<file path="config.mk">
export PLATFORM = sky130hd
export DESIGN_NAME = mips_mem_resp
export DESIGN_NICKNAME = d
export VERILOG_FILES = /design/src/rtl/mips_mem_pkg.sv /design/src/rtl/mips_ram.sv /design/src/rtl/mips_mem_resp.sv
export SDC_FILE = /design/constraint.sdc
export NUM_CORES = 2
export LEC_CHECK = 0
export ABC_AREA = 1
export BUFFER_PORTS_ARGS = -buffer_cell sky130_fd_sc_hd__buf_4
export CORE_UTILIZATION = 45
export DETAILED_ROUTE_END_ITERATION = 6
export SYNTH_ARGS = -nofsm -noshare
export SYNTH_HDL_FRONTEND = slang
export SYNTH_HIERARCHICAL = 1
export SYNTH_SLANG_ARGS = --single-unit
</file>
<file path="constraint.sdc">
create_clock -name clk -period 4.7 [get_ports clk]
set_clock_uncertainty 0.15 [all_clocks]
set_input_delay 0.47 -clock clk [delete_from_list [all_inputs] [get_ports clk]]
set_output_delay 0.47 -clock clk [all_outputs]
set_load 0.005 [all_outputs]
</file>
<file path="src/rtl/mips_mem_pkg.sv">
// Shared definitions for the multicycle MIPS memory responder: state encoding
// and the default placement of the two memory-mapped I/O bytes.
package mips_mem_pkg;

    typedef enum logic {
        ST_LOAD = 1'b0,
        ST_RUN  = 1'b1
    } state_e;

    localparam int unsigned DEF_WIDTH = 8;

    // Output port sits at the top byte, input port just below it.
    function automatic int unsigned io_out_adr_default(input int unsigned width);
        return (32'd1 << width) - 32'd1;
    endfunction

    function automatic int unsigned io_in_adr_default(input int unsigned width);
        return (32'd1 << width) - 32'd2;
    endfunction

endpackage

</file>
<file path="src/rtl/mips_ram.sv">
// Single-port synchronous byte RAM; a read and a write on the same edge return
// the old contents (read-before-write).
module mips_ram #(
    parameter int unsigned WIDTH = 8
) (
    input  logic             clk,
    input  logic             we_i,
    input  logic             re_i,
    input  logic [WIDTH-1:0] addr_i,
    input  logic [WIDTH-1:0] wdata_i,
    output logic [WIDTH-1:0] rdata_o
);

    localparam int unsigned DEPTH = 1 << WIDTH;

    logic [WIDTH-1:0] mem_q [DEPTH];
    logic [WIDTH-1:0] rdata_q;

    // Read port only advances on an accepted read so the output holds otherwise.
    always_ff @(posedge clk) begin
        if (re_i) begin
            rdata_q <= mem_q[addr_i];
        end
        if (we_i) begin
            mem_q[addr_i] <= wdata_i;
        end
    end

    assign rdata_o = rdata_q;

endmodule

</file>
<file path="src/rtl/mips_mem_resp.sv">
// Memory-side responder for the 8-bit multicycle MIPS bus: boot-loads RAM from a
// byte stream while holding the processor in reset, then serves its bus and two I/O bytes.
module mips_mem_resp
    import mips_mem_pkg::*;
#(
    parameter int unsigned WIDTH      = DEF_WIDTH,
    parameter bit          LOAD_EN    = 1'b1,
    parameter int unsigned IO_OUT_ADR = io_out_adr_default(WIDTH),
    parameter int unsigned IO_IN_ADR  = io_in_adr_default(WIDTH)
) (
    input  logic             clk,
    input  logic             reset,
    input  logic             memread,
    input  logic             memwrite,
    input  logic [WIDTH-1:0] adr,
    input  logic [WIDTH-1:0] writedata,
    output logic [WIDTH-1:0] memdata,
    output logic             cpu_reset,
    input  logic             ld_valid,
    input  logic [7:0]       ld_data,
    input  logic             ld_last,
    output logic             ld_ready,
    input  logic [WIDTH-1:0] io_in,
    output logic [WIDTH-1:0] io_out
);

    localparam logic [WIDTH-1:0] OUT_ADR = WIDTH'(IO_OUT_ADR);
    localparam logic [WIDTH-1:0] IN_ADR  = WIDTH'(IO_IN_ADR);
    localparam logic [WIDTH-1:0] CNT_MAX = '1;

    state_e           state_q;
    logic [WIDTH-1:0] cnt_q;
    logic [WIDTH-1:0] io_out_q;
    logic [WIDTH-1:0] io_rd_q;
    logic             sel_io_q;
    logic             cpu_reset_q;
    logic             ld_ready_q;

    logic             run;
    logic             ld_hs;
    logic             load_done;
    logic             hit_out;
    logic             hit_in;
    logic             hit_io;
    logic             ram_we;
    logic             ram_re;
    logic [WIDTH-1:0] ram_addr;
    logic [WIDTH-1:0] ram_wdata;
    logic [WIDTH-1:0] ram_rdata;

    assign run       = (state_q == ST_RUN);
    assign ld_hs     = !reset && !run && ld_ready_q && ld_valid;
    // The counter saturates at the top address, which also ends the load.
    assign load_done = ld_hs && (ld_last || (cnt_q == CNT_MAX));

    assign hit_out = (adr == OUT_ADR);
    assign hit_in  = (adr == IN_ADR);
    assign hit_io  = hit_out || hit_in;

    // RAM port is owned by the loader in LOAD and by the processor in RUN.
    assign ram_we    = ld_hs || (!reset && run && memwrite && !hit_io);
    assign ram_re    = !reset && run && memread && !hit_io;
    assign ram_addr  = run ? adr : cnt_q;
    assign ram_wdata = run ? writedata : WIDTH'(ld_data);

    mips_ram #(
        .WIDTH (WIDTH)
    ) u_ram (
        .clk     (clk),
        .we_i    (ram_we),
        .re_i    (ram_re),
        .addr_i  (ram_addr),
        .wdata_i (ram_wdata),
        .rdata_o (ram_rdata)
    );

    always_ff @(posedge clk) begin
        if (reset) begin
            state_q     <= LOAD_EN ? ST_LOAD : ST_RUN;
            cnt_q       <= '0;
            io_out_q    <= '0;
            io_rd_q     <= '0;
            sel_io_q    <= 1'b1;
            cpu_reset_q <= 1'b1;
            ld_ready_q  <= 1'b0;
        end else begin
            case (state_q)
                ST_LOAD: begin
                    ld_ready_q <= 1'b1;
                    if (ld_hs && (cnt_q != CNT_MAX)) begin
                        cnt_q <= cnt_q + WIDTH'(1);
                    end
                    if (load_done) begin
                        state_q     <= ST_RUN;
                        ld_ready_q  <= 1'b0;
                        cpu_reset_q <= 1'b0;
                    end
                end
                ST_RUN: begin
                    cpu_reset_q <= 1'b0;
                    ld_ready_q  <= 1'b0;
                    // I/O reads capture the pre-write value, matching RAM read-before-write.
                    if (memread) begin
                        if (hit_out) begin
                            sel_io_q <= 1'b1;
                            io_rd_q  <= io_out_q;
                        end else if (hit_in) begin
                            sel_io_q <= 1'b1;
                            io_rd_q  <= io_in;
                        end else begin
                            sel_io_q <= 1'b0;
                        end
                    end
                    if (memwrite && hit_out) begin
                        io_out_q <= writedata;
                    end
                end
                default: begin
                    state_q <= ST_RUN;
                end
            endcase
        end
    end

    assign memdata   = sel_io_q ? io_rd_q : ram_rdata;
    assign cpu_reset = cpu_reset_q;
    assign ld_ready  = ld_ready_q;
    assign io_out    = io_out_q;

endmodule

</file>
==> metrics list <==
- In this run the worst setup path begins at run.
* Cell family with the largest share of critical-path delay: buffers and inverters
- During I/O placement, the number of pins put on the boundary was 56.
- Number of warning messages in the yosys log: 6
- The detailed router finished its first iteration with ~5.9k violations.
- Global routing consumed, on the met3 layer, slightly above 4% of the routing resources.
- Setup TNS Final: 0 ns
* Fraction of final layout cells with drive strength greater than 1: between 8 and 9%
* Cell types occupying the most area after synthesis: sky130_fd_sc_hd__edfxtp_1 71%, sky130_fd_sc_hd__nand2_1 21%, sky130_fd_sc_hd__nor2_1 1.7%, sky130_fd_sc_hd__nand3_1 1.1%, sky130_fd_sc_hd__buf_2 1.1%
- Startpoint Class: flop
* Register-to-Register Setup Slack: around 0.26 ns
- Following the worst setup path forward leads to its endpoint at u_ram/rdata_o[0].
- The endpoint identified for the worst register-to-register timing path is u_ram/rdata_o[0].
* Wire length after detailed routing: ~240 mm
- Setup violations remaining at the end of the flow were counted as 0.
- Vias in the first global route: 55.96k
* Headroom to the max-slew limit: approximately an eighth
- The floorplan step defined a die boundary enclosing 194,400 um^2.
* Unrepaired setup endpoints after global routing: no
- The tree is rooted in a sky130_fd_sc_hd__clkbuf_16.
* Cell area after synthesis: about 87,000 um^2
- Worst-skew pair later-pin latency: 0.85 ns
* Number of distinct library cell variants in the gate-level netlist after synthesis: 29
- The worst path needs between 4 and 5 ns of the cycle, external delays included.
- Global Route Usage Sum: 24.34%
- Max Transition Viols Final: 0
- The slowest stage of the critical path is the sky130_fd_sc_hd__dfxtp_1 cell.
- Routed wire per std cell: ~21 um
* Antenna Violating Nets Remaining: 0
* Combinational group share of total power: around 7.9%
- Max clock buf depth: 3
- Counting buffers and inverters, the worst setup path is 16 cells deep.
* GR peak layer: met2
- Synthesized area divided by synthesized cell count: about 10 um^2
* Outcome: finished, final reports clean
- The detailed router placed 58.66k vias in this run.
- Maxcap violations: 0
- Net switching fraction of the power: between 20% and 30%
- Register area share after synthesis: about 72%
* Clock Sinks: around 2.1k
* Leakage: roughly 40 nW
- The die is 440.9 um wide.
* Residual DRC: 0
- Clock-pin slew was measured on the worst setup and hold paths at 0.06 ns.
* Crit path buffers/inverters: 6
* Post-synthesis register bit count: 2,084
- First-pass GRT wire length: about 350 mm
* Worst Reg-to-Reg Cells: 16
- Startpoint of the lowest-slack register-to-register path: run
- Cell area reported after detailed placement: ~92,000 um^2
- Resized Gates After CTS: 0
- Power Internal: a little over 30 mW
- TritonCTS built the clock tree.
* Slew @ Worst Pin: 1.304 ns
- The initial antenna violation count was 3.
- Final std cell area, no fill: around 100,000 um^2
- The largest total area in the synthesized netlist belongs to sky130_fd_sc_hd__edfxtp_1.
- Final net count: about 8.6k
* Number of hold violations in the final report: 0
- By instance count, the cell type seen most on the critical path is sky130_fd_sc_hd__nand2_1.
- The critical path in this run is classified as reg2reg.
- The total area inside the core boundary comes to ~190,000 um^2.
* FP Rows: 160
* Arrival time of data at the critical path endpoint: 4.90 ns
* Max Fclk: about 230 MHz
* Number of CTS-inserted buffers: 210
* HPWL after detailed placement: 138.8 mm
* Ratio of final minimum period to clock period: 94.51%
- Entering global routing, the biggest net connects around 150 pins.
- The path class of the tightest hold or removal check is in2reg.
- CTS built an H-tree with a depth of 4.
- The number of nets handed over by synthesis was 8,353.
* Crit end category: flop
- Initial core utilization: 45.43%
- In this run the worst path has a maximum fanout of 53.
* Via density per instance: between 5 and 6
- The total overflow left after global routing is 0.
* Required arrival time at the worst endpoint: 5.16 ns
- RD Place Congestion: 0.8845
- Per report_power, the sequential group accounts for approximately half of the total.
* Relative contribution of the clock network to total power: approximately two fifths
- Detailed-routing iteration count for the pre-antenna-repair pass: 6
- The cell count after synthesis came out at 8,314.
- Walking the worst path, the cells encountered are inv_2, o21ai_0, buf_4, inv_1, nand2_1, inv_4, buf_12, buf_4, nand2_1, nand2_1, o21ai_0, nand2_1, nor2_1, nor2_1, nor2_1, nand2_1.
- Top cell type's share of synthesized area: 71.23%
- In the global route stage, met1 resource usage came out at roughly 34%.
- Worst supply voltage drop on vdd: approximately 0.44 mV
- GR Util met2: 39.12%
- The library cell used most frequently in the layout, excluding fill and tap cells, is sky130_fd_sc_hd__nand2_1.
* Sw Pwr: 9.609 mW
- Die Ht: approximately 440 um
- Biggest cell delay along the critical path: between 0.6 and 0.7 ns
* Total power density per cell area: around 400 nW/um^2
- Port Buffers: 55
- Leaving out fill and tap cells, the most frequent cells in the layout are 4,883 x sky130_fd_sc_hd__nand2_1, 2,056 x sky130_fd_sc_hd__edfxtp_1, 386 x sky130_fd_sc_hd__nor2_1.
- Buffer count from post-CTS setup fixing: 0
- Layout overhead on the synthesized area: 14.12%
==> worst min-delay path by stage <==
stage	from	end	slack (ns)	cells after the start
finish	adr[3]	sel_io_q	0.06	5
global route	adr[3]	sel_io_q	0.07	5
CTS	adr[3]	sel_io_q	0.0003	5
detailed placement	cpu_reset	cpu_reset	0.30	2
global placement	cpu_reset	cpu_reset	0.28	2
floorplan	cpu_reset	cpu_reset	0.29	2
==> cells by family (layout without fill, tap and decap cells) <==
| kind of cell | count (synthesis) | in the layout | synth area share, % |
|---|---|---|---|
| buf+inv | 503 | 900 | 2.562 |
| compound gates | 224 | 224 | 1.301 |
| fa+ha+maj | 1 | 1 | 0.01443 |
| other cells | 0 | 4 | 0 |
| flops | 2084 | 2084 | 71.87 |
| xor+xnor | 2 | 2 | 0.02021 |
| simple gates | 5500 | 5500 | 24.23 |
==> what timing repair did <==
action | 4_1_cts | 5_1_grt
endpoints found under the hold margin | 28 | 0
hold buffers | 44 | 0
endpoints found under the setup margin | 0 | 0
==> sequential cells by signal (all words and copies together) (netlist names) <==
| signal | flops |
|---|---|
| sel_io_q | 1 |
| run | 1 |
| cnt_q | 8 |
| u_ram/rdata_o | 8 |
| io_out | 8 |
| u_ram/mem_q | 2048 |
| ld_ready | 1 |
| cpu_reset | 1 |
| io_rd_q | 8 |
==> power groups by stage <==
stage	Clock, mW	Combinational (mW)	Sequential (mW)
floorplan	0	1.87	21.1
global placement	0	3.17	21.1
detailed placement	0	3.19	21.1
CTS	16.9	3.23	20.7
global route	17.6	3.53	20.7
finish	16.6	3.22	20.7
==> cell usage after synthesis <==
| library cell | instances |
|---|---|
| sky130_fd_sc_hd__buf_4 | 6 |
| sky130_fd_sc_hd__buf_2 | 184 |
| sky130_fd_sc_hd__nand3_1 | 190 |
| sky130_fd_sc_hd__inv_2 | 8 |
| sky130_fd_sc_hd__nor3_1 | 2 |
| sky130_fd_sc_hd__buf_6 | 10 |
| sky130_fd_sc_hd__nand3_2 | 1 |
| sky130_fd_sc_hd__nand2_1 | 4900 |
| sky130_fd_sc_hd__nand4_1 | 3 |
| sky130_fd_sc_hd__nand2_4 | 3 |
| sky130_fd_sc_hd__xor2_1 | 2 |
| sky130_fd_sc_hd__o211ai_1 | 1 |
| sky130_fd_sc_hd__clkbuf_1 | 172 |
| sky130_fd_sc_hd__o21ai_1 | 119 |
| sky130_fd_sc_hd__inv_4 | 2 |
| sky130_fd_sc_hd__ha_1 | 1 |
| sky130_fd_sc_hd__a21oi_1 | 44 |
| sky130_fd_sc_hd__inv_1 | 68 |
| sky130_fd_sc_hd__and3_1 | 1 |
| sky130_fd_sc_hd__dfxtp_1 | 28 |
| sky130_fd_sc_hd__a31o_2 | 1 |
| sky130_fd_sc_hd__edfxtp_1 | 2056 |
| sky130_fd_sc_hd__o21ai_0 | 59 |
| sky130_fd_sc_hd__nor2_8 | 2 |
| sky130_fd_sc_hd__nor2_4 | 3 |
| sky130_fd_sc_hd__nand4_4 | 1 |
| sky130_fd_sc_hd__nand2_2 | 3 |
| sky130_fd_sc_hd__nor2_1 | 391 |
| sky130_fd_sc_hd__buf_1 | 53 |
==> worst reg2reg max path: stages, from the launching register on <==
cell                      delay, ns
sky130_fd_sc_hd__dfxtp_1       0.62
sky130_fd_sc_hd__inv_2         0.24
sky130_fd_sc_hd__o21ai_0       0.26
sky130_fd_sc_hd__buf_4         0.21
sky130_fd_sc_hd__inv_1         0.09
sky130_fd_sc_hd__nand2_1       0.20
sky130_fd_sc_hd__inv_4         0.34
sky130_fd_sc_hd__buf_12        0.37
sky130_fd_sc_hd__buf_4         0.21
sky130_fd_sc_hd__nand2_1       0.09
sky130_fd_sc_hd__nand2_1       0.05
sky130_fd_sc_hd__o21ai_0       0.58
sky130_fd_sc_hd__nand2_1       0.22
sky130_fd_sc_hd__nor2_1        0.13
sky130_fd_sc_hd__nor2_1        0.06
sky130_fd_sc_hd__nor2_1        0.29
sky130_fd_sc_hd__nand2_1       0.09
==> through the flow <==
step	std cells	hold slack (ns)	utilization [%]	worst slack (ns)	power (mW)
after floorplan	8314	0.2917	-	1.493	23.00
after global placement	10790	0.2849	48.04	0.4779	24.23
after detailed placement	10790	0.3010	48.04	0.4400	24.25
after CTS	11220	0.0002641	51.84	0.4235	40.78
after global routing	11220	0.07034	51.84	0.1385	41.74
final	11230	0.05717	51.85	0.2582	40.53
==> cell type report <==
cell class | count | area, um^2
Inverter | 78 | 326.6
Antenna cell | 4 | 10.01
Sequential cell | 2084 | 62300
Multi-Input combinational cell | 5727 | 22370
Clock inverter | 141 | 1389
Clock buffer | 246 | 5433
Timing Repair Buffer | 435 | 3951
Tap cell | 2511 | 3142
Fill cell | 16690 | 91860
==> layer usage <==
metal	up-vias	wire, um
met5	-	13
met4	2	5493
met3	328	17940
met2	2076	111200
met1	28540	102700
li1	27710	-
(Power assumes the default switching activity.)
